**src/rtl/gameover_overlay_ctrl.sv**
```systemverilog
// gameover_overlay_ctrl
// Sequencing and coordinate stage for the game-over banner.
// - A gameOver pulse slides the scaled 32x32 banner down from above the screen.
// - The banner then blinks for a fixed number of toggles.
// - It is then held, visible, until restart.
// Every pixel clock the block produces registered offsetX, offsetY and
// InsideRectangle for the bitmap colour lookup that follows it.
module gameover_overlay_ctrl #(
    parameter int OBJECT_WIDTH_X  = 32,
    parameter int OBJECT_HEIGHT_Y = 32,
    parameter int SCALE_SHIFT     = 3,
    parameter int TOP_LEFT_X      = 192,
    parameter int START_Y         = -256,
    parameter int TARGET_Y        = 112,
    parameter int SLIDE_STEP      = 4,
    parameter int BLINK_FRAMES    = 15,
    parameter int BLINK_TOGGLES   = 6
) (
    input  logic        clk,
    input  logic        resetN,
    input  logic        startOfFrame,
    input  logic [10:0] pixelX,
    input  logic [10:0] pixelY,
    input  logic        gameOver,
    input  logic        restart,
    output logic [10:0] offsetX,
    output logic [10:0] offsetY,
    output logic        InsideRectangle,
    output logic        overlayActive,
    output logic        done
);

    // Scaled banner geometry.
    // Y values are 12-bit signed so that the off-screen start position can be
    // represented.
    localparam logic signed [11:0] BOX_W      = 12'(OBJECT_WIDTH_X << SCALE_SHIFT);
    localparam logic signed [11:0] BOX_H      = 12'(OBJECT_HEIGHT_Y << SCALE_SHIFT);
    localparam logic signed [11:0] Y_START    = 12'(START_Y);
    localparam logic signed [11:0] Y_TARGET   = 12'(TARGET_Y);
    localparam logic signed [11:0] Y_STEP     = 12'(SLIDE_STEP);
    localparam logic        [10:0] X_LO       = 11'(TOP_LEFT_X);
    localparam logic        [10:0] X_HI       = 11'(TOP_LEFT_X + int'(BOX_W));
    localparam logic        [7:0]  FRAME_LAST = 8'(BLINK_FRAMES - 1);
    localparam logic        [7:0]  TOGGLE_LAST = 8'(BLINK_TOGGLES - 1);

    typedef enum logic [1:0] {
        ST_IDLE     = 2'd0,
        ST_SLIDE_IN = 2'd1,
        ST_BLINK    = 2'd2,
        ST_HOLD     = 2'd3
    } state_t;

    state_t             state_reg,  state_next;
    logic signed [11:0] top_y_reg,  top_y_next;
    logic               visible_reg, visible_next;
    logic [7:0]         frame_cnt_reg,  frame_cnt_next;
    logic [7:0]         toggle_cnt_reg, toggle_cnt_next;

    logic signed [11:0] slide_sum;

    logic [10:0]        offset_x_reg, offset_x_next;
    logic [10:0]        offset_y_reg, offset_y_next;
    logic               inside_reg,   inside_next;
    logic               active_reg;
    logic               done_reg;

    logic signed [11:0] pixel_y_s;
    logic               in_x;
    logic               in_y;
    logic [10:0]        diff_x;
    logic [10:0]        diff_y;

    // Sequencer state: state, banner top row, visibility and blink counters.
    always_ff @(posedge clk or negedge resetN) begin
        if (!resetN) begin
            state_reg      <= ST_IDLE;
            top_y_reg      <= Y_START;
            visible_reg    <= 1'b0;
            frame_cnt_reg  <= '0;
            toggle_cnt_reg <= '0;
        end else begin
            state_reg      <= state_next;
            top_y_reg      <= top_y_next;
            visible_reg    <= visible_next;
            frame_cnt_reg  <= frame_cnt_next;
            toggle_cnt_reg <= toggle_cnt_next;
        end
    end

    // Next-state logic.
    // restart overrides everything, including a simultaneous gameOver.
    // Position and visibility otherwise change only on frame boundaries, so a
    // frame is never drawn half-moved.
    always_comb begin
        state_next      = state_reg;
        top_y_next      = top_y_reg;
        visible_next    = visible_reg;
        frame_cnt_next  = frame_cnt_reg;
        toggle_cnt_next = toggle_cnt_reg;
        slide_sum       = top_y_reg + Y_STEP;

        if (restart) begin
            state_next      = ST_IDLE;
            top_y_next      = Y_START;
            visible_next    = 1'b0;
            frame_cnt_next  = '0;
            toggle_cnt_next = '0;
        end else begin
            case (state_reg)
                ST_IDLE: begin
                    if (gameOver) begin
                        state_next   = ST_SLIDE_IN;
                        top_y_next   = Y_START;
                        visible_next = 1'b1;
                    end
                end
                ST_SLIDE_IN: begin
                    if (startOfFrame) begin
                        if (slide_sum >= Y_TARGET) begin
                            // Landed: clamp to the target and start blinking in the same cycle.
                            top_y_next      = Y_TARGET;
                            state_next      = ST_BLINK;
                            frame_cnt_next  = '0;
                            toggle_cnt_next = '0;
                        end else begin
                            top_y_next = slide_sum;
                        end
                    end
                end
                ST_BLINK: begin
                    if (startOfFrame) begin
                        if (frame_cnt_reg == FRAME_LAST) begin
                            frame_cnt_next  = '0;
                            toggle_cnt_next = toggle_cnt_reg + 8'd1;
                            visible_next    = ~visible_reg;
                            if (toggle_cnt_reg == TOGGLE_LAST) begin
                                // Final toggle: the held banner is always shown.
                                state_next   = ST_HOLD;
                                visible_next = 1'b1;
                            end
                        end else begin
                            frame_cnt_next = frame_cnt_reg + 8'd1;
                        end
                    end
                end
                ST_HOLD: begin
                    // Static banner until restart.
                end
                default: begin
                    state_next = ST_IDLE;
                end
            endcase
        end
    end

    // Hit test against the current banner box.
    // Rows above the screen top can never match because pixelY is never
    // negative, so a negative topY needs no special handling.
    always_comb begin
        pixel_y_s = signed'({1'b0, pixelY});
        in_x      = (pixelX >= X_LO) && (pixelX < X_HI);
        in_y      = (pixel_y_s >= top_y_reg) && (pixel_y_s < (top_y_reg + BOX_H));
        diff_x    = pixelX - X_LO;
        // The difference is non-negative and below BOX_H whenever it is
        // used, so 11 bits are sufficient.
        diff_y    = 11'(pixel_y_s - top_y_reg);

        inside_next   = visible_reg && (state_reg != ST_IDLE) && in_x && in_y;
        offset_x_next = '0;
        offset_y_next = '0;
        if (inside_next) begin
            offset_x_next = diff_x >> SCALE_SHIFT;
            offset_y_next = diff_y >> SCALE_SHIFT;
        end
    end

    // Registered outputs.
    // Coordinates appear one clock after the pixel is presented.
    // Status flags follow the state register by one clock.
    always_ff @(posedge clk or negedge resetN) begin
        if (!resetN) begin
            offset_x_reg <= '0;
            offset_y_reg <= '0;
            inside_reg   <= 1'b0;
            active_reg   <= 1'b0;
            done_reg     <= 1'b0;
        end else begin
            offset_x_reg <= offset_x_next;
            offset_y_reg <= offset_y_next;
            inside_reg   <= inside_next;
            active_reg   <= (state_reg != ST_IDLE);
            done_reg     <= (state_reg == ST_HOLD);
        end
    end

    assign offsetX         = offset_x_reg;
    assign offsetY         = offset_y_reg;
    assign InsideRectangle = inside_reg;
    assign overlayActive   = active_reg;
    assign done            = done_reg;

endmodule

```
**config.mk**
```make
export PLATFORM = sky130hd
export DESIGN_NAME = gameover_overlay_ctrl
export DESIGN_NICKNAME = d
export VERILOG_FILES = /design/src/rtl/gameover_overlay_ctrl.sv
export SDC_FILE = /design/constraint.sdc
export NUM_CORES = 1
export LEC_CHECK = 0
export CAP_MARGIN = 20
export CORE_UTILIZATION = 53
export DETAILED_ROUTE_END_ITERATION = 12
export PLACE_DENSITY_LB_ADDON = 0.1
export SLEW_MARGIN = 20
export SYNTH_ARGS = -nofsm -noshare
export SYNTH_HDL_FRONTEND = slang
export SYNTH_SLANG_ARGS = --single-unit
export TNS_END_PERCENT = 100
```
**constraint.sdc**
```tcl
create_clock -name clk -period 3.13 [get_ports clk]
set_input_delay 0.4695 -clock clk [delete_from_list [all_inputs] [get_ports clk]]
set_output_delay 0.4695 -clock clk [all_outputs]
set_load 0.02 [all_outputs]
```
==> summary.md <==
| Metric | Value |
|---|---|
| IO Port Bufs | 43 |
| Clk_lat worst skew | 0.31 ns |
| Final Setup Violations | 0 |
| CTS tree | built |
| Fin. max-slew vios | 0 |
| Leakage power figure | 1.59 nW |
| Post-CTS Setup Inserts | 0 |
| Fillers | 484 |
| WL per Instance | 13.9 µm |
| Path type of the worst setup path | reg -> reg |
| Die height | 77.8 µm |
| Global Route Usage Sum | 0.225 |
| Layout Area Growth over Synthesis | 17.4% |
| MaxCap Viol Count | 0 |
| Synthesized area | 3040 µm² |
| Grt ovf | 0 |
| Nets | 421 |
| Min Tclk post-route | 2.77 ns |
| TritonCTS buffer count | 5 |
| Top cells by area, synth | dfrtp_1 (36%), ha_1 (9.9%), o21ai_0 (5.4%), nor2_1 (3.8%), dfstp_2 (3.5%) |
| Synth area leader | dfrtp_1 |
| Post_cts resized | 0 |
| Most common cell in the synthesized netlist | dfrtp_1 |
| Cell variety after synth | 61 |
| H-Tree Depth | 2 |
| Layout Utilization | 0.649 |
| Starting Density | 0.553 |
| Synth Flop Type | dfrtp_1 |
| GP Congestion | 0.810 |
| RSZ-0062 raised after global routing | no |
| Diodes inserted | 0 |
| Worst EP arrival | 2.95 ns |
| Power per Cell Area | 418 nW/µm² |
| DP Cell Count | 435 |
| Worst path cell trace | ha_1, nand3_1, a2111oi_0, o21bai_1, o22ai_4, a31oi_4, or3_1, o21ai_1 |
| Tot Pwr | 1.49 mW |
| CP endpoint kind | register |
| DP HPWL | 4.48 mm |
| Num ports | 52 |
| Vias in the first global route | 2411 |
| Sink count of the clock tree | 48 |
| Relative slew margins | 0.590 |
| 1st-pass router iterations | 4 |
| Die Wd | 77.8 µm |
| Number of buffers and inverters on the critical path | 0 |
| Cells after synthesis | 328 |
| Rows | 27 |
| Cts hold-fix bufs | 0 |
| Clock Path Buffers | 2 |
| Max Fclk | 362 MHz |
| Nature of the critical path startpoint | register |
| Vias | 2461 |
| Status | complete, no violations |
| CP max stage delay | 0.54 ns |
| Clock Skews | 0.00599 ns |
| FFs w/ async S/R, synth | 1.00 |
| Avg Cell Area, Syn | 9.28 µm² |
| Fraction of layout cells with a size suffix above 1 | 0.0647 |
| Hold WC Path Type | in -> async |
| DRT antenna net count | 0 |
| Peak VDD IR | 0.207 mV |
| Post-synth EDFFs | 0 |
| Root buf cell | clkbuf_8 |
| Post-route setup TNS | 0 ns |
| R2r worst-path depth | 8 |
| Final period utilization | 0.883 |
| WL final | 6.15 mm |
| Worst-margin pin slew | 0.615 ns |
| Worst EP required | 3.32 ns |
| Slowest CP cell | dfrtp_1 |
| Total core area | 5510 µm² |
| Post-synth top cells | dfrtp_1 (44), o21ai_0 (33), nor2_1 (31) |
| Max reg flops | 10 |
| Post-route insts no fill | 443 |
| Sequential fraction of the synthesis area | 0.396 |
| Area of the die | 6050 µm² |
| Critical-path maximum fanout | 16 |
| Top-area cell type share of the netlist area | 0.362 |
| DRT iter0 DRCs | 121 |
| Crit path depth | 8 |
| Delay-heaviest family, CP | compound AO/OA/AOI/OAI gates |
| DRC violations left | 0 |
| Initial antenna violation count | 0 |
| Largest net degree at the start of global routing | 49 |
| First-pass GRT wire length | 10.9 mm |
| Synthesized flop and latch total | 48 |
| YS warnings | 0 |
| Clock Pin Slew Worst Setup and Hold Paths | 0.09 ns |
| Final hold viol count | 0 |
| Vias per cell | 5.56 |
[cell type report]
cell class | count | area, µm² | share of cell area
Clock buffer | 7 | 76.3 | 0.0214
Tap cell | 72 | 90.1 | 0.0252
Multi-Input combinational cell | 249 | 1670 | 0.468
Inverter | 21 | 78.8 | 0.0221
Sequential cell | 48 | 1210 | 0.338
Clock inverter | 1 | 5.00 | 0.00140
Timing Repair Buffer | 45 | 443 | 0.124
[layer usage]
layer	routed length (µm)	share of wire	vias up	global-route usage
li1	-	-	1250	-
met1	2850	0.46	1161	0.283
met2	3040	0.49	43	0.384
met3	191	0.031	7	0.0400
met4	69	0.011	0	0.0849
met5	0	0	-	0
[kinds of logic after synthesis]
family / count (synthesis) / synth area share
xor+xnor: 12 / 0.0345
mux: 1 / 0.00370
compound gates: 94 / 0.212
other cells: 1 / 0.00123
simple gates: 112 / 0.193
fa+ha+maj: 24 / 0.0987
flops: 48 / 0.396
buf+inv: 36 / 0.0600
[cell usage in the layout, fill, tap and decap left out, types with 2 or more instances in the layout]
cell | synthesis | final
a211oi_1 | 4 | 4
nand3_1 | 14 | 14
o21ai_0 | 33 | 33
nand2b_1 | 9 | 9
nand2_1 | 15 | 15
o211ai_1 | 3 | 3
or4_1 | 3 | 3
and2_1 | 8 | 8
nor3_1 | 8 | 8
o311ai_1 | 1 | 2
ha_1 | 24 | 24
and3_1 | 8 | 8
nor2_1 | 31 | 31
dfrtp_1 | 44 | 44
o21bai_1 | 2 | 2
dfstp_2 | 4 | 4
xnor2_1 | 9 | 9
o41ai_1 | 3 | 3
o31ai_1 | 4 | 4
a22oi_1 | 2 | 2
a31oi_1 | 2 | 2
a21oi_1 | 12 | 12
clkbuf_1 | 6 | 2
o31ai_2 | 2 | 2
inv_1 | 21 | 21
buf_4 | 6 | 3
a21o_1 | 3 | 3
clkdlybuf4s50_1 | 0 | 42
o21ai_1 | 5 | 5
xor2_1 | 3 | 3
nand4_1 | 4 | 4
nor4b_1 | 2 | 2
o21a_1 | 3 | 3
clkbuf_8 | 0 | 5
conb_1 | 1 | 6
o22ai_1 | 2 | 2
[worst paths after layout]
path | slack (ns) | endpoint | start
worst max register to register | 0.36 | toggle_cnt_reg[2] | top_y_reg[3]
worst min register to register | 0.50 | toggle_cnt_reg[7] | toggle_cnt_reg[7]
worst min-delay path | 0.17 | offsetX[2] | resetN
worst max-delay path | 0.36 | toggle_cnt_reg[2] | top_y_reg[3]
min in group clk | 0.50 | toggle_cnt_reg[7] | toggle_cnt_reg[7]
max in group asynchronous | 2.55 | toggle_cnt_reg[2] | resetN
[worst register-to-register path, delay by kind of cell, from the launching register on]
kind | cells | cell delay, ns
AOI/OAI and AO/OA | 5 | 1.27
DFF | 1 | 0.54
and+or+nand+nor | 2 | 0.54
adders and majority gates | 1 | 0.29
[power by group]
group	total (mW)	internal, mW	switching (mW)
combinational	0.425	0.174	0.251
clock	0.370	0.157	0.213
sequential	0.699	0.657	0.0423
[metrics by stage]
stage,area (µm²),hold slack [ns],setup WS (ns)
final,3570,0.169,0.365
after detailed placement,3490,0.499,0.358
after CTS,3570,0.396,0.347
after floorplan,3060,0.174,0.773
after global routing,3570,0.216,0.203
after global placement,3490,0.498,0.410
(Power assumes the default switching activity.)
